**config.mk**
```make
export PLATFORM = sky130hd
export DESIGN_NAME = alu_seq
export DESIGN_NICKNAME = d
export VERILOG_FILES = /design/src/rtl/alu_seq.sv
export SDC_FILE = /design/constraint.sdc
export NUM_CORES = 1
export LEC_CHECK = 0
export ABC_CLOCK_PERIOD_IN_PS = 6360
export CAP_MARGIN = 10
export CORE_UTILIZATION = 50
export DETAILED_ROUTE_END_ITERATION = 10
export PLACE_DENSITY = 0.78
export SETUP_SLACK_MARGIN = 0.4
export SYNTH_ARGS = -nofsm -noshare
export SYNTH_HDL_FRONTEND = slang
export SYNTH_SLANG_ARGS = --single-unit
```
**constraint.sdc**
```tcl
create_clock -name clk -period 6.36 [get_ports clk]
set_input_delay 1.908 -clock clk [delete_from_list [all_inputs] [get_ports clk]]
set_output_delay 1.908 -clock clk [all_outputs]
set_load 0.02 [all_outputs]
```
**src/rtl/alu_seq.sv**
```systemverilog
// alu_seq: registered RISC-V ALU with a valid/ready operand handshake,
// a held result under backpressure, and signed/unsigned compares.
// Iterative shift-add multiply and restoring divide (RV32M subset) are
// built only when ALU_SEQ_MULDIV_EN is defined. Without it, opcodes with
// bit 4 set complete in one cycle as undefined ops (c=0, flags 0).
//
// state | meaning
// IDLE  | waiting for operands, in_ready high
// CALC  | mul/div iterating, one bit per cycle for DATA_WIDTH cycles
// DONE  | result registered, out_valid high until out_ready
module alu_seq #(
    parameter int DATA_WIDTH = 32,
    parameter int CTRL_BITS  = 5
) (
    input  logic                  clk,
    input  logic                  rst,
    input  logic                  in_valid,
    output logic                  in_ready,
    input  logic [CTRL_BITS-1:0]  ctrl,
    input  logic [DATA_WIDTH-1:0] a,
    input  logic [DATA_WIDTH-1:0] b,
    output logic                  out_valid,
    input  logic                  out_ready,
    output logic [DATA_WIDTH-1:0] c,
    output logic                  zero,
    output logic                  over,
    output logic                  c_out,
    output logic                  busy
);
    localparam int W = DATA_WIDTH;

    localparam logic [CTRL_BITS-1:0] OP_AND   = CTRL_BITS'(5'b00000);
    localparam logic [CTRL_BITS-1:0] OP_XOR   = CTRL_BITS'(5'b00001);
    localparam logic [CTRL_BITS-1:0] OP_ADD   = CTRL_BITS'(5'b00010);
    localparam logic [CTRL_BITS-1:0] OP_OR    = CTRL_BITS'(5'b00011);
    localparam logic [CTRL_BITS-1:0] OP_SGE   = CTRL_BITS'(5'b00101);
    localparam logic [CTRL_BITS-1:0] OP_SUB   = CTRL_BITS'(5'b00110);
    localparam logic [CTRL_BITS-1:0] OP_SLT   = CTRL_BITS'(5'b00111);
    localparam logic [CTRL_BITS-1:0] OP_NOR   = CTRL_BITS'(5'b01100);
    localparam logic [CTRL_BITS-1:0] OP_SLTU  = CTRL_BITS'(5'b01111);

    typedef enum logic [1:0] {IDLE, CALC, DONE} state_t;

    state_t          state_q, state_d;
    logic            accept;
    logic            md_op;
    logic            calc_last;
    logic [W-1:0]    md_res;

    logic [W-1:0]    b_eff, add_sum, sc_res;
    logic            is_sub, add_cout, add_over, sc_arith;

    logic [W-1:0]    c_q;
    logic            zero_q, over_q, cout_q;

    assign accept = in_valid && (state_q == IDLE);
    assign c      = c_q;
    assign zero   = zero_q;
    assign over   = over_q;
    assign c_out  = cout_q;

    // State register.
    always_ff @(posedge clk) begin
        if (rst) state_q <= IDLE;
        else     state_q <= state_d;
    end

    // Next-state and handshake outputs.
    always_comb begin
        state_d   = state_q;
        in_ready  = 1'b0;
        out_valid = 1'b0;
        busy      = 1'b1;
        case (state_q)
            IDLE: begin
                in_ready = 1'b1;
                busy     = 1'b0;
                if (in_valid) state_d = md_op ? CALC : DONE;
            end
            CALC: begin
                if (calc_last) state_d = DONE;
            end
            DONE: begin
                out_valid = 1'b1;
                if (out_ready) state_d = IDLE;
            end
            default: state_d = IDLE;
        endcase
    end

    // Single-cycle ops; SUB reuses the adder as a + ~b + 1.
    always_comb begin
        is_sub              = (ctrl == OP_SUB);
        b_eff               = is_sub ? ~b : b;
        {add_cout, add_sum} = {1'b0, a} + {1'b0, b_eff} + (W+1)'(is_sub);
        add_over            = (a[W-1] == b_eff[W-1]) && (add_sum[W-1] != a[W-1]);
        sc_res              = '0;
        sc_arith            = 1'b0;
        case (ctrl)
            OP_AND:  sc_res = a & b;
            OP_XOR:  sc_res = a ^ b;
            OP_OR:   sc_res = a | b;
            OP_NOR:  sc_res = ~(a | b);
            OP_ADD, OP_SUB: begin
                sc_res   = add_sum;
                sc_arith = 1'b1;
            end
            OP_SGE:  sc_res = W'($signed(a) >= $signed(b));
            OP_SLT:  sc_res = W'($signed(a) < $signed(b));
            OP_SLTU: sc_res = W'(a < b);
            default: sc_res = '0;
        endcase
    end

`ifdef ALU_SEQ_MULDIV_EN
    localparam logic [CTRL_BITS-1:0] OP_MUL   = CTRL_BITS'(5'b10000);
    localparam logic [CTRL_BITS-1:0] OP_MULH  = CTRL_BITS'(5'b10001);
    localparam logic [CTRL_BITS-1:0] OP_MULHU = CTRL_BITS'(5'b10011);
    localparam logic [CTRL_BITS-1:0] OP_DIV   = CTRL_BITS'(5'b10100);
    localparam logic [CTRL_BITS-1:0] OP_DIVU  = CTRL_BITS'(5'b10101);
    localparam logic [CTRL_BITS-1:0] OP_REM   = CTRL_BITS'(5'b10110);
    localparam logic [CTRL_BITS-1:0] OP_REMU  = CTRL_BITS'(5'b10111);
    localparam int CNT_W = $clog2(DATA_WIDTH);

    logic [2*W-1:0]       acc_q, acc_step, prod;
    logic [W-1:0]         opnd_q, a_q, a_mag, b_mag, quot, rem, diff;
    logic [W:0]           mul_hi, trial;
    logic [CNT_W-1:0]     cnt_q;
    logic [CTRL_BITS-1:0] op_q;
    logic                 md_signed, sa_q, sb_q, div_ge, is_div;

    // Decode mul/div opcodes and take operand magnitudes for signed variants.
    always_comb begin
        md_op     = 1'b0;
        md_signed = 1'b0;
        case (ctrl)
            OP_MUL, OP_MULHU, OP_DIVU, OP_REMU: md_op = 1'b1;
            OP_MULH, OP_DIV, OP_REM: begin
                md_op     = 1'b1;
                md_signed = 1'b1;
            end
            default: md_op = 1'b0;
        endcase
        a_mag = (md_signed && a[W-1]) ? -a : a;
        b_mag = (md_signed && b[W-1]) ? -b : b;
    end

    // One iteration step plus final sign fix-up and result selection.
    // Divide-by-zero falls out of the restoring loop for unsigned ops but
    // is forced explicitly so signed ops give the same all-ones / a result.
    always_comb begin
        is_div = op_q[2];
        mul_hi = {1'b0, acc_q[2*W-1:W]} + (acc_q[0] ? {1'b0, opnd_q} : '0);
        trial  = acc_q[2*W-1:W-1];
        div_ge = (trial >= {1'b0, opnd_q});
        diff   = trial[W-1:0] - opnd_q;
        if (is_div) acc_step = {(div_ge ? diff : trial[W-1:0]), acc_q[W-2:0], div_ge};
        else        acc_step = {mul_hi, acc_q[W-1:1]};
        prod = (sa_q ^ sb_q) ? -acc_step : acc_step;
        quot = (sa_q ^ sb_q) ? -acc_step[W-1:0] : acc_step[W-1:0];
        rem  = sa_q ? -acc_step[2*W-1:W] : acc_step[2*W-1:W];
        if (opnd_q == '0) begin
            quot = '1;
            rem  = a_q;
        end
        case (op_q)
            OP_MUL:            md_res = prod[W-1:0];
            OP_MULH, OP_MULHU: md_res = prod[2*W-1:W];
            OP_DIV, OP_DIVU:   md_res = quot;
            OP_REM, OP_REMU:   md_res = rem;
            default:           md_res = '0;
        endcase
    end

    assign calc_last = (cnt_q == '0);

    // Iteration registers: loaded on accept, stepped every CALC cycle.
    always_ff @(posedge clk) begin
        if (rst) begin
            acc_q  <= '0;
            opnd_q <= '0;
            a_q    <= '0;
            op_q   <= '0;
            sa_q   <= 1'b0;
            sb_q   <= 1'b0;
            cnt_q  <= '0;
        end else if (accept) begin
            acc_q  <= {{W{1'b0}}, a_mag};
            opnd_q <= b_mag;
            a_q    <= a;
            op_q   <= ctrl;
            sa_q   <= md_signed && a[W-1];
            sb_q   <= md_signed && b[W-1];
            cnt_q  <= CNT_W'(DATA_WIDTH - 1);
        end else if (state_q == CALC) begin
            acc_q  <= acc_step;
            cnt_q  <= cnt_q - CNT_W'(1);
        end
    end
`else
    assign md_op     = 1'b0;
    assign calc_last = 1'b1;
    assign md_res    = '0;
`endif

    // Result and flag registers; updated only when a new result is produced.
    always_ff @(posedge clk) begin
        if (rst) begin
            c_q    <= '0;
            zero_q <= 1'b1;
            over_q <= 1'b0;
            cout_q <= 1'b0;
        end else if (accept && !md_op) begin
            c_q    <= sc_res;
            zero_q <= (sc_res == '0);
            over_q <= sc_arith && add_over;
            cout_q <= sc_arith && add_cout;
        end else if ((state_q == CALC) && calc_last) begin
            c_q    <= md_res;
            zero_q <= (md_res == '0);
            over_q <= 1'b0;
            cout_q <= 1'b0;
        end
    end

endmodule

```
==> results_dict.tcl <==
set metrics [dict create \
    run_status "completed" \
    n_antenna_cell 0 \
    drt_iter0_drc 629 \
    grt_pass1_wl_um 35490 \
    required_ns 6.56 \
    cts_hold_buf 0 \
    layout-drive-gt1-share 0.08210 \
    cp.arrival_ns 6.04 \
    p_leak_uw 0.003776 \
    drc_errors 0 \
    fin_crit_sh 0.9184 \
    timing.rr.start "state_q[1]" \
    ys_seq_elements 36 \
    placedCellCount 1175 \
    cp_max_fo 8 \
    dieArea_um2 14080 \
    overflow 0 \
    max-slew-margin-rel 0.2122 \
    fin_skew_ns 0.007290 \
    clk_latency_ns 0.29 \
    path_class "input pin to register" \
    chipWidth_um 118.7 \
    syn_inst 896 \
    antenna_found_initial 0 \
    clk_pin_slew_ns 0.06 \
    hp-start "c[7]" \
    grt_util_met2 0.5387 \
    first_global_vias 6855 \
    holdPathEnd "c[7]" \
    num-fill-cells 1191 \
    cts_tree "built" \
    rrSetupSlack_ns 3.93 \
    r2r-end "zero" \
    drv_cap 0 \
    critPathLaunchType "input pin" \
    hp-class "register to register" \
    synthTopCellsByArea "ha_1, dfxtp_1, xnor2_1" \
    vias 7149 \
    synth_nets 1105 \
    syn_area_per_cell_um2 7.594 \
    cpMostUsedCell "a211oi_4" \
    fmax_ghz 0.1712 \
    root_buffer "clkbuf_16" \
    clock_sinks 36 \
    boundaryPins 111 \
    yosysTopAreaCell "ha_1" \
    finalHoldViolCount 0 \
    min_path_cells 2 \
    r2r_cells 9 \
    clk_path_buf_depth 2 \
    avgViaCountPerCell 6.023 \
    cp-end-kind "register" \
    setup_viol 0 \
    grt_use_total 0.3137 \
    core_area_um2 13240 \
    area_delta_synth_final_pct 24.49 \
    synth.most_common_cell "ha_1" \
    ir_drop_mv 0.1123 \
    initial_utilization 0.5138 \
    finalNonFillerCells 1187 \
    wl_um 22340 \
    yosysTopAreaCellShare 0.2483 \
    dp.final_hpwl_um 17850 \
    min_period_ns 5.841 \
    yosysWarnings 0 \
    seq_area_frac_synth 0.1059 \
    grt_setup_unrepaired "false" \
    pwr_density_cell_nw_per_um2 130.1 \
    global_route.usage.met3 0.02317 \
    cts_made_buffers 5 \
    fp.dieH_um 118.7 \
    final_nets 1219 \
    critPathMaxStageDelay_ns 0.51 \
    grt_max_degree 53 \
    async_flop_share 0 \
    yosysUniqueCellTypes 81 \
    gr-usage-met1 0.4139 \
    syn_area_um2 6804 \
    htreeDepth 2 \
    portBuffers 110 \
    synth-main-ff-cell "dfxtp_1" \
    slew_violations 0 \
    dr.pass1.iters 5 \
    synth_commonest_cells "ha_1, inv_1, nor2_1, a21oi_1, nand2_1" \
    synth-edff-count 0 \
    cp-startpoint "ctrl[1]" \
    detail-route-antenna-nets 0 \
    busiest_layer "met2" \
    rows 42 \
    slowest_stage "clkdlybuf4s50_1" \
    gp_congestion 0.9885 \
    crit_chain "clkdlybuf4s50_1 > nor4b_4 > nand2_4 > buf_6 > xnor2_1 > ha_1 > buf_4 > nand2_1 > a2111oi_4 > a211oi_4 > a211oi_4 > o2111ai_2 > and3_1 > or3_4 > nor4_2 > nand4_1 > o31ai_2" \
    tightest_slew_ns 1.166 \
    setup-tns-final_ns 0 \
    routedWlPerCell_um 18.82 \
    final_util 0.6396 \
]
## metal layers
layer | vias to the layer above | wire, um
li1 | 3480 | -
met1 | 3348 | 9747
met2 | 272 | 10590
met3 | 49 | 1340
met4 | 0 | 660
met5 | - | 0
## flip-flops by register name (all words and copies together), names as in the netlist
signal / flops
over: 1
zero: 1
c_out: 1
c: 32
state_q: 1
## where the power goes
part,switching (uW),internal (uW)
Clock,105,146
Combinational,342,257
Sequential,10.5,241
Total,458,644
## stage by stage
stage | hold slack (ns) | worst slack, ns | area, um^2 | power (uW)
5_1_grt | 0.4961 | 0.3619 | 8471 | 1168
6_report | 0.4560 | 0.5187 | 8471 | 1102
2_1_floorplan | 0.5304 | 0.4311 | 6852 | 625.1
3_3_place_gp | 0.4443 | 0.07111 | 8232 | 830.7
4_1_cts | 0.4546 | 0.4259 | 8402 | 1089
3_5_place_dp | 0.4464 | 0.01339 | 8232 | 837.9
## critical path, delay by kind of cell
family	cells	cell delay (ns)
buf+inv	3	0.86
fa+ha+maj	1	0.34
simple gates	7	1.53
compound gates	5	1.27
xor+xnor	1	0.12
## cell usage in the layout (no fill, tap or decap), types with 6 or more instances in the layout
cell,synthesis,layout
inv_1,87,87
nand4_1,13,13
nor2b_1,11,10
buf_4,2,39
clkdlybuf4s50_1,0,107
o21ai_1,7,7
mux2i_1,25,25
ha_1,135,134
nand3_1,14,14
a21oi_1,66,62
o221ai_1,9,9
o21bai_1,8,8
a21o_1,13,13
nor4_1,10,9
nand2b_1,7,7
nor2_1,78,78
nor3_1,17,15
nand2_1,61,60
or3_1,8,8
and3_1,10,10
a211oi_1,29,28
xnor2_1,39,38
o21ai_0,28,28
dfxtp_1,36,36
o211ai_1,13,13
a31oi_1,7,7
a221oi_1,9,9
o21a_1,10,10
xor2_1,6,6
## cells by family after synthesis
family / count (synthesis) / share of synthesized area
AO/OA/AOI/OAI: 259 / 0.2694
AND/OR/NAND/NOR: 259 / 0.1946
adder cells (fa/ha/maj): 136 / 0.2512
buffers and inverters: 131 / 0.07595
XOR/XNOR: 45 / 0.05793
flip-flops: 36 / 0.1059
multiplexers: 30 / 0.04505
## cell type report
cell class / count / area [um^2] / area share
inverters: 87 / 326.6 / 0.03855
repair buffers: 151 / 1424 / 0.1681
multi-input cells: 729 / 5630 / 0.6647
clock buffers: 5 / 125.1 / 0.01477
flip-flops and latches: 36 / 720.7 / 0.08508
clock inverters: 3 / 23.77 / 0.002807
well taps: 176 / 220.2 / 0.02600
## how the worst max path moves through the flow
stage                      end  slack, ns  cells past startpoint
after global placement    zero       0.07                     16
after detailed placement  zero       0.01                     16
after floorplan           zero       0.43                     19
final                     zero       0.52                     17
after global routing      zero       0.36                     17
after CTS                 zero       0.43                     17
## what timing repair did
item	4_1_cts	5_1_grt
gates resized for setup	5	10
pin swaps	0	6
setup buffers	0	4
endpoints found under the setup margin	1	2
Note: power is estimated with default switching activity, not from simulation.
